$ cat config.mk
export PLATFORM = sky130hd
export DESIGN_NAME = multi_timer_core
export DESIGN_NICKNAME = d
export VERILOG_FILES = /design/src/rtl/mtimer_pkg.sv /design/src/rtl/mtimer_channel.sv /design/src/rtl/multi_timer_core.sv
export SDC_FILE = /design/constraint.sdc
export NUM_CORES = 1
export LEC_CHECK = 0
export CAP_MARGIN = 5
export CORE_MARGIN = 2
export CORE_UTILIZATION = 40
export DETAILED_ROUTE_END_ITERATION = 12
export PLACE_DENSITY = 0.52
export SETUP_SLACK_MARGIN = 0.02
export SYNTH_ARGS = -nofsm -noshare
export SYNTH_HDL_FRONTEND = slang
export SYNTH_SLANG_ARGS = --single-unit
$ cat constraint.sdc
create_clock -name clk -period 4.14 [get_ports clk]
set_input_delay 0.414 -clock clk [delete_from_list [all_inputs] [get_ports clk]]
set_output_delay 0.414 -clock clk [all_outputs]
set_load 0.02 [all_outputs]
$ cat src/rtl/mtimer_pkg.sv
// Shared types for the multi-channel stopwatch/countdown core.
// Channel states, front-panel command bundle and seconds limit.
package mtimer_pkg;

  typedef enum logic [1:0] {
    ST_IDLE,
    ST_RUN,
    ST_PAUSED,
    ST_EXPIRED
  } ch_state_t;

  typedef struct packed {
    logic start;
    logic stop;
    logic softrst;
    logic inc_min;
    logic inc_sec;
  } cmd_t;

  localparam logic [5:0] SEC_MAX = 6'd59;

endpackage

$ cat src/rtl/mtimer_channel.sv
// One timer channel: state, prescaler, MM:SS value and alarm counter.
// Commands arrive pre-prioritised and already steered to this channel.
module mtimer_channel
  import mtimer_pkg::*;
#(
  parameter int MIN_W         = 7,
  parameter int MAX_MIN       = 99,
  parameter int TICKS_PER_SEC = 1000,
  parameter int ALARM_SEC     = 10
) (
  input  logic             clk,
  input  logic             rst_n,
  input  logic             tick_i,
  input  logic             sel_i,
  input  logic             mode_sw_i,
  input  cmd_t             cmd_i,
  output ch_state_t        state_o,
  output logic [MIN_W-1:0] min_o,
  output logic [5:0]       sec_o,
  output logic             phase_o
);

  localparam int PW = (TICKS_PER_SEC > 1) ? $clog2(TICKS_PER_SEC) : 1;
  localparam int AW = (ALARM_SEC > 1) ? $clog2(ALARM_SEC + 1) : 1;
  localparam logic [PW-1:0] PS_LAST = PW'(TICKS_PER_SEC - 1);
  localparam logic [PW-1:0] PS_HALF = PW'(TICKS_PER_SEC / 2);
  localparam logic [MIN_W-1:0] MM_LAST = MIN_W'(MAX_MIN);
  localparam logic [AW-1:0] AL_LAST = AW'(ALARM_SEC - 1);

  ch_state_t        st_q, st_d;
  logic             mode_q, mode_d;
  logic [PW-1:0]    psc_q, psc_d;
  logic [MIN_W-1:0] min_q, min_d;
  logic [5:0]       sec_q, sec_d;
  logic [AW-1:0]    alm_q, alm_d;

  logic          mode_eff;
  logic          step;
  logic [PW-1:0] psc_adv;

  assign mode_eff = (st_q == ST_IDLE && sel_i) ? mode_sw_i : mode_q;
  assign step     = tick_i && (psc_q == PS_LAST);
  assign psc_adv  = !tick_i ? psc_q :
                    step ? '0 : psc_q + PW'(1);

  always_comb begin
    st_d   = st_q;
    mode_d = mode_q;
    psc_d  = psc_q;
    min_d  = min_q;
    sec_d  = sec_q;
    alm_d  = alm_q;
    if (st_q == ST_IDLE && sel_i) mode_d = mode_sw_i;
    if (cmd_i.softrst) begin
      st_d  = ST_IDLE;
      psc_d = '0;
      min_d = '0;
      sec_d = '0;
      alm_d = '0;
    end else begin
      case (st_q)
        ST_IDLE, ST_PAUSED: begin
          if (cmd_i.start) begin
            if (st_q == ST_PAUSED || !mode_eff ||
                min_q != '0 || sec_q != '0)
              st_d = ST_RUN;
          end else if (cmd_i.inc_min && mode_eff) begin
            min_d = (min_q == MM_LAST) ? '0 : min_q + MIN_W'(1);
          end else if (cmd_i.inc_sec && mode_eff) begin
            sec_d = (sec_q == SEC_MAX) ? '0 : sec_q + 6'd1;
          end
        end
        ST_RUN: begin
          if (cmd_i.stop) begin
            st_d = ST_PAUSED;
          end else begin
            psc_d = psc_adv;
            if (step && !mode_q) begin
              if (sec_q != SEC_MAX) begin
                sec_d = sec_q + 6'd1;
              end else if (min_q != MM_LAST) begin
                sec_d = '0;
                min_d = min_q + MIN_W'(1);
              end
            end else if (step) begin
              // Reaching 00:00 expires on the same edge
              if (min_q == '0 && sec_q <= 6'd1) begin
                st_d  = ST_EXPIRED;
                sec_d = '0;
                alm_d = '0;
              end else if (sec_q == '0) begin
                sec_d = SEC_MAX;
                min_d = min_q - MIN_W'(1);
              end else begin
                sec_d = sec_q - 6'd1;
              end
            end
          end
        end
        ST_EXPIRED: begin
          if (cmd_i.start) begin
            st_d  = ST_IDLE;
            psc_d = '0;
            alm_d = '0;
          end else begin
            psc_d = psc_adv;
            if (step && alm_q == AL_LAST) begin
              st_d  = ST_IDLE;
              alm_d = '0;
            end else if (step) begin
              alm_d = alm_q + AW'(1);
            end
          end
        end
        default: st_d = ST_IDLE;
      endcase
    end
  end

  always_ff @(posedge clk) begin
    if (!rst_n) begin
      st_q   <= ST_IDLE;
      mode_q <= 1'b0;
      psc_q  <= '0;
      min_q  <= '0;
      sec_q  <= '0;
      alm_q  <= '0;
    end else begin
      st_q   <= st_d;
      mode_q <= mode_d;
      psc_q  <= psc_d;
      min_q  <= min_d;
      sec_q  <= sec_d;
      alm_q  <= alm_d;
    end
  end

  assign state_o = st_q;
  assign min_o   = min_q;
  assign sec_o   = sec_q;
  assign phase_o = (st_q == ST_EXPIRED) && (psc_q < PS_HALF);

endmodule

$ cat src/rtl/multi_timer_core.sv
// N-channel stopwatch/countdown core: command steering, display mux,
// lap freeze and registered display outputs.
module multi_timer_core
  import mtimer_pkg::*;
#(
  parameter int NUM_CH        = 4,
  parameter int MIN_W         = 7,
  parameter int MAX_MIN       = 99,
  parameter int TICKS_PER_SEC = 1000,
  parameter int ALARM_SEC     = 10,
  localparam int CW = (NUM_CH > 1) ? $clog2(NUM_CH) : 1
) (
  input  logic              clk,
  input  logic              rst_n,
  input  logic              tick,
  input  logic [CW-1:0]     ch_sel,
  input  logic              mode_sw,
  input  logic              start,
  input  logic              stop,
  input  logic              softrst,
  input  logic              inc_min,
  input  logic              inc_sec,
  input  logic              lap,
  output logic [MIN_W-1:0]  minutes,
  output logic [5:0]        seconds,
  output logic              blink,
  output logic              lap_active,
  output logic [NUM_CH-1:0] running_vec,
  output logic [NUM_CH-1:0] expired_vec
);

  cmd_t             pri;
  logic             sel_valid;
  ch_state_t        ch_st  [NUM_CH];
  logic [MIN_W-1:0] ch_min [NUM_CH];
  logic [5:0]       ch_sec [NUM_CH];
  logic             ch_ph  [NUM_CH];

  logic [MIN_W-1:0] live_min;
  logic [5:0]       live_sec;
  logic             live_alarm;

  logic             lap_q, lap_d;
  logic [CW-1:0]    snap_q, snap_d;
  logic [MIN_W-1:0] minutes_q;
  logic [5:0]       seconds_q;
  logic             blink_q;

  assign sel_valid = ({1'b0, ch_sel} < (CW + 1)'(NUM_CH));

  always_comb begin
    pri = '0;
    priority case (1'b1)
      softrst: pri.softrst = 1'b1;
      stop:    pri.stop    = 1'b1;
      start:   pri.start   = 1'b1;
      inc_min: pri.inc_min = 1'b1;
      inc_sec: pri.inc_sec = 1'b1;
      default: pri = '0;
    endcase
  end

  for (genvar g = 0; g < NUM_CH; g++) begin : g_ch
    logic sel_g;
    assign sel_g = sel_valid && (ch_sel == CW'(g));

    mtimer_channel #(
      .MIN_W        (MIN_W),
      .MAX_MIN      (MAX_MIN),
      .TICKS_PER_SEC(TICKS_PER_SEC),
      .ALARM_SEC    (ALARM_SEC)
    ) u_ch (
      .clk      (clk),
      .rst_n    (rst_n),
      .tick_i   (tick),
      .sel_i    (sel_g),
      .mode_sw_i(mode_sw),
      .cmd_i    (sel_g ? pri : '0),
      .state_o  (ch_st[g]),
      .min_o    (ch_min[g]),
      .sec_o    (ch_sec[g]),
      .phase_o  (ch_ph[g])
    );

    assign running_vec[g] = (ch_st[g] == ST_RUN);
    assign expired_vec[g] = (ch_st[g] == ST_EXPIRED);
  end

  always_comb begin
    live_min   = '0;
    live_sec   = '0;
    live_alarm = 1'b0;
    for (int i = 0; i < NUM_CH; i++) begin
      if (sel_valid && ch_sel == CW'(i)) begin
        live_min   = ch_min[i];
        live_sec   = ch_sec[i];
        live_alarm = ch_ph[i];
      end
    end
  end

  // Any softrst releases: either it hits the frozen channel or ch_sel moved
  always_comb begin
    snap_d = lap_q ? snap_q : ch_sel;
    if (softrst)    lap_d = 1'b0;
    else if (lap_q) lap_d = !(lap || ch_sel != snap_q);
    else            lap_d = lap;
  end

  always_ff @(posedge clk) begin
    if (!rst_n) begin
      lap_q     <= 1'b0;
      snap_q    <= '0;
      minutes_q <= '0;
      seconds_q <= '0;
      blink_q   <= 1'b0;
    end else begin
      lap_q   <= lap_d;
      snap_q  <= snap_d;
      blink_q <= live_alarm;
      if (!(lap_q && lap_d)) begin
        minutes_q <= live_min;
        seconds_q <= live_sec;
      end
    end
  end

  assign minutes    = minutes_q;
  assign seconds    = seconds_q;
  assign blink      = blink_q;
  assign lap_active = lap_q;

endmodule

==> reports/metrics.yaml <==
yosys:
  synth_compound_area_share_pct: 22.0
  yosys.area_share.simple_pct: 28.0
  yosysWarningCount: 0
  synth_fa_ha_area_share_pct: 5.23
  ys_dominant_reg_cell: "dfxtp_1"
  yosysUniqueCellTypes: 82
  synth_mux_area_share_pct: 6.43
  synth-seq-cells: 137
  synth_area_sq_mm: 0.00957
  synth_area_per_cell_sq_um: 7.82
  synth-edff-count: 0
  async_reset_ff_share_pct: 0
  syn-instance-count: 1224
  synth_xor_area_share_pct: 4.76
  synth_top_family_by_area: "simple AND/OR/NAND/NOR gates"
  synthesis.nets: 1276
  ys_seq_area_share_pct: 28.7
sta:
  worst_slew_pin_slew_ns: 1.01
  min_period_ns: 2.97
  timing.slew.headroom_pct: 32.4
  rsz0062_at_grt: "no"
  final.setup_skew_ns: 0.0137
  hold_violations: 0
  fin_tns_setup_ns: 0
  post-route-period-util_pct: 71.8
  finalSetupViolations: 0
  fmaxAchievable_ghz: 0.337
  slew_viol_final: 0
power:
  clkPwrFrac_pct: 51.5
  p_sw_mw: 0.820
  ir_drop_uv: 204
  switching_share_pct: 24.7
  p_leak_nw: 3.85
  power-per-cell-area_mw_per_mm2: 306
  combPwrFrac_pct: 7.6
  intPower_mw: 2.50
  seq_power_share_pct: 40.9
placement:
  gp_congestion: 0.855
  post-place-cells: 1521
  dp_hpwl_mm: 20.3
  io_buffers: 34
floorplanning:
  die_width_microns: 159
  die_h_microns: 159
  die_area_sq_mm: 0.0252
  rows: 56
  io_pins: 35
  start_util_pct: 40.8
  core-area_sq_mm: 0.0235
setup_path:
  cp-start-kind: "flop"
  path_class: "flop to flop"
  cp-end-kind: "flop"
  r2r_slack_ns: 1.17
  crit_arrival_ns: 3.31
  crit_path_max_fanout: 10
  r2r_cells: 7
  r2r-end: "g_ch[0].u_ch.min_o[0]"
  worstReg2RegStart: "g_ch[0].u_ch.sec_o[0]"
  crit_required_ns: 4.48
finish:
  num_antenna_cells: 0
  syn2layout_area_growth_pct: 13.3
  drive_gt1_share_pct: 7.86
  layout.nets: 1273
  instances_no_fill: 1553
global_route:
  grt_first_pass_wirelength_mm: 44.2
  track_usage_pct: 22.6
  grt_max_degree: 29
  antenna_found_initial: 0
  grt_overflow_total: 0
  grt_pass1_vias: 7956
clock_tree:
  clock-sinks: 137
  cts_resized: 0
  clk_pin_slew_ns: 0.07
  postCtsSetupBuffers: 0
  h-tree-depth: 4
  ctsLongestPathBuffers: 2
  hold_buffers: 0
  ctsRootBufferMaster: "clkbuf_16"
  cts_inserted_buffers: 17
  clkLatencyLatePin_ns: 0.43
  cts_tree: "yes"
worst_hold_path:
  whs_endpoint: "g_ch[2].u_ch.psc_q[1]"
  min_path_type: "flop to flop"
  hold_path_depth: 2
  hold_start: "g_ch[2].u_ch.psc_q[1]"
drt:
  totalWireLength_mm: 28.3
  dr.pass1.iters: 7
  avgRoutedWirePerCell_microns: 18.2
  drtIter0Drc: 745
  vias: 9042
  drc: 0
  avgViaCountPerCell: 5.82
  drtAntennaViolNets: 0
outcome:
  run_status: "complete, no violations"
flow_run:
  cap_violations: 0
-- worst max-delay path by stage --
stage                                  endpoint                  start  slack (ns)  cells past startpoint
after floorplan           g_ch[1].u_ch.alm_q[2]  g_ch[1].u_ch.min_o[0]        1.72                      8
after global placement    g_ch[0].u_ch.min_o[0]                softrst        0.91                      7
after detailed placement  g_ch[2].u_ch.alm_q[2]                softrst        0.85                      8
after CTS                 g_ch[0].u_ch.min_o[0]  g_ch[0].u_ch.sec_o[0]        1.22                      7
after global routing      g_ch[0].u_ch.min_o[0]  g_ch[0].u_ch.sec_o[0]        1.05                      7
final                     g_ch[0].u_ch.min_o[0]  g_ch[0].u_ch.sec_o[0]        1.17                      7
-- cells in the final DEF (no fill, tap or decap), drive strengths merged, types with 17 or more instances in the layout --
| cell type | Yosys | layout |
|---|---|---|
| dfxtp | 137 | 137 |
| nor2 | 121 | 121 |
| nand2 | 102 | 102 |
| a21oi | 88 | 88 |
| o21ai | 66 | 66 |
| nor3 | 56 | 56 |
| nand3 | 46 | 46 |
| inv | 40 | 41 |
| ha | 40 | 40 |
| clkdlybuf4s50 | 0 | 34 |
| nor2b | 30 | 30 |
| mux2i | 30 | 30 |
| xor2 | 30 | 30 |
| nand4 | 26 | 26 |
| buf | 18 | 25 |
| xnor2 | 22 | 22 |
| clkbuf | 63 | 22 |
| or3 | 20 | 20 |
| a211oi | 18 | 18 |
| and3 | 18 | 18 |
| nor4 | 18 | 18 |
| o211ai | 17 | 17 |
-- state kept, by name (all words and copies together), names as in the netlist --
signal,flops
blink,1
g_ch.u_ch.alm_q,16
g_ch.u_ch.min_o,28
g_ch.u_ch.mode_q,4
g_ch.u_ch.psc_q,40
g_ch.u_ch.sec_o,24
g_ch.u_ch.state_o,8
lap_active,1
minutes,7
seconds,6
snap_q,2
-- per-layer routing --
metal	global-route usage, %	share of wire [%]	vias up
met3	2.86	4.1	34
li1	-	-	4521
met5	0	0	-
met4	6.09	1.8	0
met2	35.4	45	192
met1	32.5	50	4295
-- cells in the mapped netlist, drive strengths merged, types with 8 or more instances --
library cell  instances  area share (%)
nand3                46             2.4
a31oi                16             1.0
nand2b               13            0.85
o21ai                66             3.5
and2                 12            0.78
xor2                 30             2.7
nor2                121             4.7
dfxtp               137              29
mux2i                30             3.1
mux4                 13             3.1
nor3                 56             3.0
ha                   40             5.2
o31ai                12            0.94
or3                  20             1.3
a21o                  8            0.63
nor2b                30             2.0
nor4                 18             1.3
nand4                26             1.9
inv                  40             1.6
a21oi                88             4.6
o211ai               17             1.3
a311oi               16             1.5
clkbuf               63             2.5
nor3b                10            0.84
xnor2                22             2.0
buf                  18            0.89
nand2               102             4.0
a211oi               18             1.4
and3                 18             1.2
-- layout make-up --
class | count | area [sq um]
Fill cell | 2335 | 12600
Inverter | 40 | 150
Sequential cell | 137 | 2740
Clock buffer | 22 | 484
Clock inverter | 10 | 164
Multi-Input combinational cell | 966 | 6380
Tap cell | 319 | 399
Timing Repair Buffer | 59 | 528
-- stage by stage --
step	total power [mW]	worst slack, ns	cell area, sq um	utilization [%]	hold slack (ns)
global route	3.43	1.05	10800	46.2	0.491
global placement	1.64	0.915	10200	43.4	0.461
CTS	3.35	1.22	10800	46.2	0.474
floorplan	1.55	1.72	9570	-	0.444
finish	3.32	1.17	10800	46.2	0.471
detailed placement	1.64	0.852	10200	43.4	0.466
-- kinds of logic after synthesis --
kind of cell / after synthesis
flip-flops: 137
AO/OA/AOI/OAI: 314
buffers and inverters: 121
adder cells (fa/ha/maj): 40
AND/OR/NAND/NOR: 515
multiplexers: 45
XOR/XNOR: 52
-- critical path, cell delays in order (launching register included) --
cell       delay [ns]
dfxtp_1          0.57
inv_1            0.15
ha_1             0.28
o2111ai_1        0.48
a21oi_2          0.13
or4b_1           0.73
or3_1            0.41
a21oi_1          0.14
-- power groups by stage --
| stage | registers (mW) | clock network, mW | logic (mW) |
|---|---|---|---|
| 2_1_floorplan | 1.37 | 0 | 0.186 |
| 3_3_place_gp | 1.39 | 0 | 0.252 |
| 5_1_grt | 1.36 | 1.79 | 0.277 |
| 3_5_place_dp | 1.39 | 0 | 0.252 |
| 4_1_cts | 1.36 | 1.74 | 0.253 |
| 6_report | 1.36 | 1.71 | 0.253 |
No activity file was read; power rests on OpenSTA's default activity.
